File: src/rtl/fetch_queue_if.sv
// Handshake bundle between the PC unit / instruction memory, the fetch queue
// and the decode stage. The master side is the fetch/decode environment, the
// slave side is the queue itself.
interface fetch_queue_if #(
    parameter int AW = 2
);
    logic [31:0] InPC;
    logic [31:0] InInstr;
    logic        InValid;
    logic        Flush;
    logic        OutReady;
    logic        OutValid;
    logic [31:0] OutPC;
    logic [31:0] OutInstr;
    logic [31:0] OutPC4;
    logic        Stall;
    logic [AW:0] Count;
    logic        AdrErr;

    modport master (
        output InPC, InInstr, InValid, Flush, OutReady,
        input  OutValid, OutPC, OutInstr, OutPC4, Stall, Count, AdrErr
    );

    modport slave (
        input  InPC, InInstr, InValid, Flush, OutReady,
        output OutValid, OutPC, OutInstr, OutPC4, Stall, Count, AdrErr
    );
endinterface

File: src/rtl/fetch_queue.sv
// Instruction fetch queue: DEPTH-entry circular buffer of (PC, instruction)
// pairs between the fetch unit and decode. Full raises Stall, a redirect
// (Flush) empties the queue, and a misaligned fetch sets a sticky AdrErr.
// Optional feature macro: FETCH_QUEUE_BYPASS_EN -- when defined, an aligned
// fetch arriving at an empty queue is presented to decode in the same cycle.
module fetch_queue #(
    parameter int DEPTH = 4,
    parameter int AW    = 2
) (
    input  logic          Clk,
    input  logic          ReSet_n,
    fetch_queue_if.slave  bus
);
    localparam logic [AW:0]   FULL_CNT = (AW+1)'(DEPTH);
    localparam logic [AW-1:0] PTR_ONE  = AW'(1'b1);

    logic [31:0]   pc_mem_q    [DEPTH];
    logic [31:0]   instr_mem_q [DEPTH];
    logic [AW-1:0] wr_ptr_q, wr_ptr_d;
    logic [AW-1:0] rd_ptr_q, rd_ptr_d;
    logic [AW:0]   count_q, count_d;
    logic          adr_err_q, adr_err_d;

    logic          aligned_s;
    logic          full_s;
    logic          empty_s;
    logic          byp_s;
    logic          push_s;
    logic          pop_s;
    logic          out_valid_s;
    logic [31:0]   out_pc_s;
    logic [31:0]   out_instr_s;
    logic [31:0]   out_pc4_s;

    assign aligned_s = (bus.InPC[1:0] == 2'b00);
    // Stall and emptiness come only from the registered occupancy.
    assign full_s    = (count_q == FULL_CNT);
    assign empty_s   = (count_q == {(AW+1){1'b0}});

`ifdef FETCH_QUEUE_BYPASS_EN
    assign byp_s = empty_s & bus.InValid & aligned_s & ~bus.Flush;
`else
    assign byp_s = 1'b0;
`endif

    // A bypassed entry that decode takes immediately never enters storage.
    assign push_s = bus.InValid & ~full_s & ~bus.Flush & aligned_s
                  & ~(byp_s & bus.OutReady);
    assign pop_s  = ~empty_s & bus.OutReady & ~bus.Flush;

    // Head selection: stored entry, else bypassed input, else zeros.
    always_comb begin
        out_valid_s = 1'b0;
        out_pc_s    = 32'h0000_0000;
        out_instr_s = 32'h0000_0000;
        out_pc4_s   = 32'h0000_0000;
        if (!empty_s) begin
            out_valid_s = 1'b1;
            out_pc_s    = pc_mem_q[rd_ptr_q];
            out_instr_s = instr_mem_q[rd_ptr_q];
            out_pc4_s   = pc_mem_q[rd_ptr_q] + 32'd4;
        end else if (byp_s) begin
            out_valid_s = 1'b1;
            out_pc_s    = bus.InPC;
            out_instr_s = bus.InInstr;
            out_pc4_s   = bus.InPC + 32'd4;
        end else begin
            out_valid_s = 1'b0;
        end
    end

    // Next pointers, occupancy and sticky error; a redirect overrides traffic.
    always_comb begin
        wr_ptr_d  = wr_ptr_q;
        rd_ptr_d  = rd_ptr_q;
        count_d   = count_q;
        adr_err_d = adr_err_q | (bus.InValid & ~aligned_s & ~bus.Flush);
        if (bus.Flush) begin
            wr_ptr_d = {AW{1'b0}};
            rd_ptr_d = {AW{1'b0}};
            count_d  = {(AW+1){1'b0}};
        end else begin
            if (push_s) begin
                wr_ptr_d = wr_ptr_q + PTR_ONE;
            end else begin
                wr_ptr_d = wr_ptr_q;
            end
            if (pop_s) begin
                rd_ptr_d = rd_ptr_q + PTR_ONE;
            end else begin
                rd_ptr_d = rd_ptr_q;
            end
            count_d = count_q + (AW+1)'(push_s) - (AW+1)'(pop_s);
        end
    end

    // Control state register with asynchronous clear.
    always_ff @(posedge Clk or negedge ReSet_n) begin
        if (!ReSet_n) begin
            wr_ptr_q  <= {AW{1'b0}};
            rd_ptr_q  <= {AW{1'b0}};
            count_q   <= {(AW+1){1'b0}};
            adr_err_q <= 1'b0;
        end else begin
            wr_ptr_q  <= wr_ptr_d;
            rd_ptr_q  <= rd_ptr_d;
            count_q   <= count_d;
            adr_err_q <= adr_err_d;
        end
    end

    // Entry storage; contents are don't-care until written, so no reset.
    always_ff @(posedge Clk) begin
        if (push_s) begin
            pc_mem_q[wr_ptr_q]    <= bus.InPC;
            instr_mem_q[wr_ptr_q] <= bus.InInstr;
        end
    end

    assign bus.OutValid = out_valid_s;
    assign bus.OutPC    = out_pc_s;
    assign bus.OutInstr = out_instr_s;
    assign bus.OutPC4   = out_pc4_s;
    assign bus.Stall    = full_s;
    assign bus.Count    = count_q;
    assign bus.AdrErr   = adr_err_q;
endmodule

File: src/flat_wrapper.sv
// flat-port wrapper written by rule: the top's interface ports become plain ports
module fetch_queue_flat 
#(
    parameter int DEPTH = 4,
    parameter int AW    = 2
)
  (Clk, ReSet_n, bus_InPC, bus_InInstr, bus_InValid, bus_Flush, bus_OutReady, bus_OutValid, bus_OutPC, bus_OutInstr, bus_OutPC4, bus_Stall, bus_Count, bus_AdrErr);
  fetch_queue_if #(.AW(AW)) bus_i ();
  input  logic Clk;
  input  logic ReSet_n;
  input wire logic [$bits(bus_i.InPC)-1:0] bus_InPC;
  input wire logic [$bits(bus_i.InInstr)-1:0] bus_InInstr;
  input wire logic [$bits(bus_i.InValid)-1:0] bus_InValid;
  input wire logic [$bits(bus_i.Flush)-1:0] bus_Flush;
  input wire logic [$bits(bus_i.OutReady)-1:0] bus_OutReady;
  output wire logic [$bits(bus_i.OutValid)-1:0] bus_OutValid;
  output wire logic [$bits(bus_i.OutPC)-1:0] bus_OutPC;
  output wire logic [$bits(bus_i.OutInstr)-1:0] bus_OutInstr;
  output wire logic [$bits(bus_i.OutPC4)-1:0] bus_OutPC4;
  output wire logic [$bits(bus_i.Stall)-1:0] bus_Stall;
  output wire logic [$bits(bus_i.Count)-1:0] bus_Count;
  output wire logic [$bits(bus_i.AdrErr)-1:0] bus_AdrErr;
  assign bus_i.InPC = bus_InPC;
  assign bus_i.InInstr = bus_InInstr;
  assign bus_i.InValid = bus_InValid;
  assign bus_i.Flush = bus_Flush;
  assign bus_i.OutReady = bus_OutReady;
  assign bus_OutValid = bus_i.OutValid;
  assign bus_OutPC = bus_i.OutPC;
  assign bus_OutInstr = bus_i.OutInstr;
  assign bus_OutPC4 = bus_i.OutPC4;
  assign bus_Stall = bus_i.Stall;
  assign bus_Count = bus_i.Count;
  assign bus_AdrErr = bus_i.AdrErr;
  fetch_queue #(.DEPTH(DEPTH), .AW(AW)) u_core (.Clk(Clk), .ReSet_n(ReSet_n), .bus(bus_i));
endmodule
File: config.mk
export PLATFORM = sky130hd
export DESIGN_NAME = fetch_queue_flat
export DESIGN_NICKNAME = d
export VERILOG_FILES = /design/src/rtl/fetch_queue_if.sv /design/src/rtl/fetch_queue.sv /design/src/flat_wrapper.sv
export SDC_FILE = /design/constraint.sdc
export NUM_CORES = 1
export LEC_CHECK = 0
export ABC_AREA = 1
export CAP_MARGIN = 20
export CORE_MARGIN = 5
export CORE_UTILIZATION = 58
export CTS_CLUSTER_DIAMETER = 40
export DETAILED_ROUTE_END_ITERATION = 8
export PLACE_DENSITY = 0.84
export SYNTH_ARGS = -nofsm -noshare
export SYNTH_HDL_FRONTEND = slang
export SYNTH_SLANG_ARGS = --single-unit
File: constraint.sdc
create_clock -name Clk -period 8.8 [get_ports Clk]
set_input_delay 1.76 -clock Clk [delete_from_list [all_inputs] [get_ports Clk]]
set_output_delay 1.76 -clock Clk [all_outputs]
set_load 0.01 [all_outputs]
==> impl_metrics.py <==
metrics = {
    "outcome": {
        "status": "finished clean",
    },
    "setup_path": {
        "worst-path-max-fanout": 139,
        "crit_required_ns": 7.04,
        "arrival_ns": 4.24,
        "endpoint_kind": "output pin",
        "path_class": "reg -> out",
        "critPathLaunchType": "register",
    },
    "yosys": {
        "yosysMostFrequentCell": "nand2_1",
        "syn_inst": 1237,
        "yosys.cell_types.count": 31,
        "synth_area_mm2": 0.0122,
        "ys_seq_elements": 264,
        "ys_async_sr_fraction_pct": 3.03,
        "synth_edf_count": 256,
        "syn_nets": 1314,
        "yosys-top-cells-count": "nand2_1 (345), edfxtp_1 (256), nor2_1 (252)",
        "yosysWarnings": 0,
        "ys.flop_type": "edfxtp_1",
        "avgSynthCellArea_um2": 9.83,
        "synthTopCellsByArea": "edfxtp_1 (63%), nand2_1 (11%), nor2_1 (7.8%)",
        "synth_top_area_share_pct": 63.2,
        "yosysSeqAreaShare_pct": 64.9,
        "yosysTopAreaCell": "edfxtp_1",
    },
    "sta": {
        "setup-violations-final": 0,
        "hold_violations": 0,
        "slew_headroom_pct": 28.7,
        "fin_setup_tns_ns": 0,
        "max_freq_ghz": 0.167,
        "fin_crit_sh_pct": 68.2,
        "skew_ns": 0.0169,
        "post-route-min-period_ns": 6.00,
        "maxSlewViolCount": 0,
        "worst_pin_slew_ns": 1.07,
        "whs_ns": 0.485,
        "rsz0062_at_grt": "false",
    },
    "routing": {
        "route.detailed.drc": 0,
        "ant_nets": 0,
        "wl_per_cell_um": 18.0,
        "vias": 9289,
        "drtPass1Iterations": 5,
        "via_per_inst": 5.52,
        "first_iter_violations": 818,
        "drt_wl_total_mm": 30.4,
    },
    "clock_network": {
        "clkSinkCount": 264,
        "cts_tree": "yes",
        "worstSkewPairLatency_ns": 0.53,
        "numCtsBuffers": 29,
        "cts_hold_buffers": 0,
        "cts.root.buffer_cell": "clkbuf_16",
        "cts_setup_buffers": 0,
        "clock_path_buffers": 3,
        "post_cts_resized": 0,
        "htree_levels": 1,
        "clkTransAtPathRegs_ns": 0.06,
    },
    "placed_design": {
        "placed_area_mm2": 0.0140,
        "gp_congestion": 0.966,
        "dp_hpwl_mm": 18.9,
        "io_buffers": 170,
    },
    "pwr": {
        "peakVddDrop_v": 0.000233,
        "power_density_mw_per_mm2": 265,
        "p_leak_nw": 5.62,
    },
    "final_layout": {
        "nFillCells": 1473,
        "regArea_mm2": 0.00789,
        "multi_input_area_mm2": 0.00376,
        "drive_gt1_share_pct": 6.53,
        "syn_to_final_growth_pct": 23.0,
        "diodes": 0,
        "final_area_mm2": 0.0149,
        "fin_nets": 1463,
    },
    "global_routing": {
        "antenna_found_initial": 4,
        "grt_start_max_net_pins": 140,
        "grt_pass1_vias": 9140,
        "grtUsageTotal_pct": 24.5,
        "grt_first_pass_wirelength_mm": 46.9,
        "gr-total-overflow": 0,
    },
    "floorplan": {
        "ios": 171,
        "die_h_um": 155,
        "die_x_um": 155,
        "dieArea_mm2": 0.0240,
        "placementRows": 53,
        "start_util_pct": 58.4,
        "coreArea_mm2": 0.0208,
    },
    "flow_run": {
        "maxCapViolCount": 0,
    },
    "hold_path": {
        "min_path_type": "reg -> reg",
    },
}
-- placed cells by master, fill, tap and decap left out, types with 3 or more instances in the layout --
| master | instances |
|---|---|
| a21oi_1 | 51 |
| buf_4 | 7 |
| bufinv_16 | 3 |
| clkbuf_16 | 29 |
| clkbuf_8 | 4 |
| clkdlybuf4s50_1 | 170 |
| clkinv_1 | 5 |
| clkinv_2 | 7 |
| dfrtp_1 | 6 |
| edfxtp_1 | 256 |
| ha_1 | 7 |
| inv_1 | 50 |
| inv_6 | 3 |
| nand2_1 | 345 |
| nand2_2 | 12 |
| nand3_1 | 73 |
| nand3_2 | 3 |
| nor2_1 | 248 |
| nor2_2 | 6 |
| nor2_4 | 9 |
| nor3_1 | 7 |
| o211ai_1 | 3 |
| o21ai_0 | 85 |
-- metal layers --
metal	wire length, um	up-vias	track usage, %
li1	-	4442	-
met1	12200	4342	32.9
met2	14500	432	40.6
met3	2950	65	5.93
met4	665	8	6.14
met5	48	-	0
-- metrics by stage --
stage | util (%) | setup slack, ns | total power [mW] | cells
after floorplan | - | 3.13 | 2.21 | 1237
after global placement | 67.0 | 3.55 | 2.75 | 1629
after detailed placement | 67.0 | 3.42 | 2.78 | 1629
after CTS | 71.7 | 2.84 | 3.97 | 1683
after global routing | 71.8 | 2.52 | 4.15 | 1684
final | 71.8 | 2.80 | 3.95 | 1684
-- critical path, stage by stage, from the launching register on --
cell	delay, ns
dfrtp_4	0.67
inv_6	0.77
nand2_1	0.21
nand2_1	0.11
nand2_1	0.05
nand2_1	0.13
ha_1	0.19
nand3_1	0.12
nor2_2	0.20
nand2_2	0.14
nor2_4	0.18
o21ai_0	0.09
a21oi_1	0.20
clkdlybuf4s50_1	0.57
-- path summary, 6_finish.rpt --
check	from	to	slack (ns)	cells past startpoint
max	u_core.rd_ptr_q[0]$_DFFE_PN0P_	bus_OutPC4[12]	2.80	13
min	u_core.bus.AdrErr$_DFF_PN0_	u_core.bus.AdrErr$_DFF_PN0_	0.49	1
max reg2reg	u_core.bus.Count[1]$_DFF_PN0_	u_core.bus.Count[2]$_DFF_PN0_	5.20	12
min reg2reg	u_core.bus.AdrErr$_DFF_PN0_	u_core.bus.AdrErr$_DFF_PN0_	0.49	1
max in group asynchronous	ReSet_n	u_core.rd_ptr_q[0]$_DFFE_PN0P_	6.95	1
min in group asynchronous	ReSet_n	u_core.wr_ptr_q[1]$_DFFE_PN0P_	1.53	1
-- final cells by class --
type,count,share of cell area (%)
flip-flops and latches,264,52.8
multi-input cells,859,25.1
repair buffers,178,11.9
clock buffers,35,5.27
well taps,275,2.30
inverters,54,1.41
clock inverters,19,1.21
-- sequential cells by signal (all words and copies together) (netlist names) --
register,count
u_core.instr_mem_q,128
u_core.wr_ptr_q,2
u_core.rd_ptr_q,2
u_core.pc_mem_q,128
u_core.bus.Count,3
u_core.bus.AdrErr,1
-- kinds of logic after synthesis --
group	Yosys count	share of synthesized area [%]
fa+ha+maj	8	0.885
buf+inv	114	4.51
compound gates	143	6.05
flops	264	64.9
xor+xnor	3	0.216
simple gates	705	23.5
-- where the power goes --
part | switching (mW) | internal [mW]
clock | 0.466 | 0.726
combinational | 0.811 | 0.522
sequential | 0.0301 | 1.40
total | 1.31 | 2.65
Power figures use the tool's default switching activity.
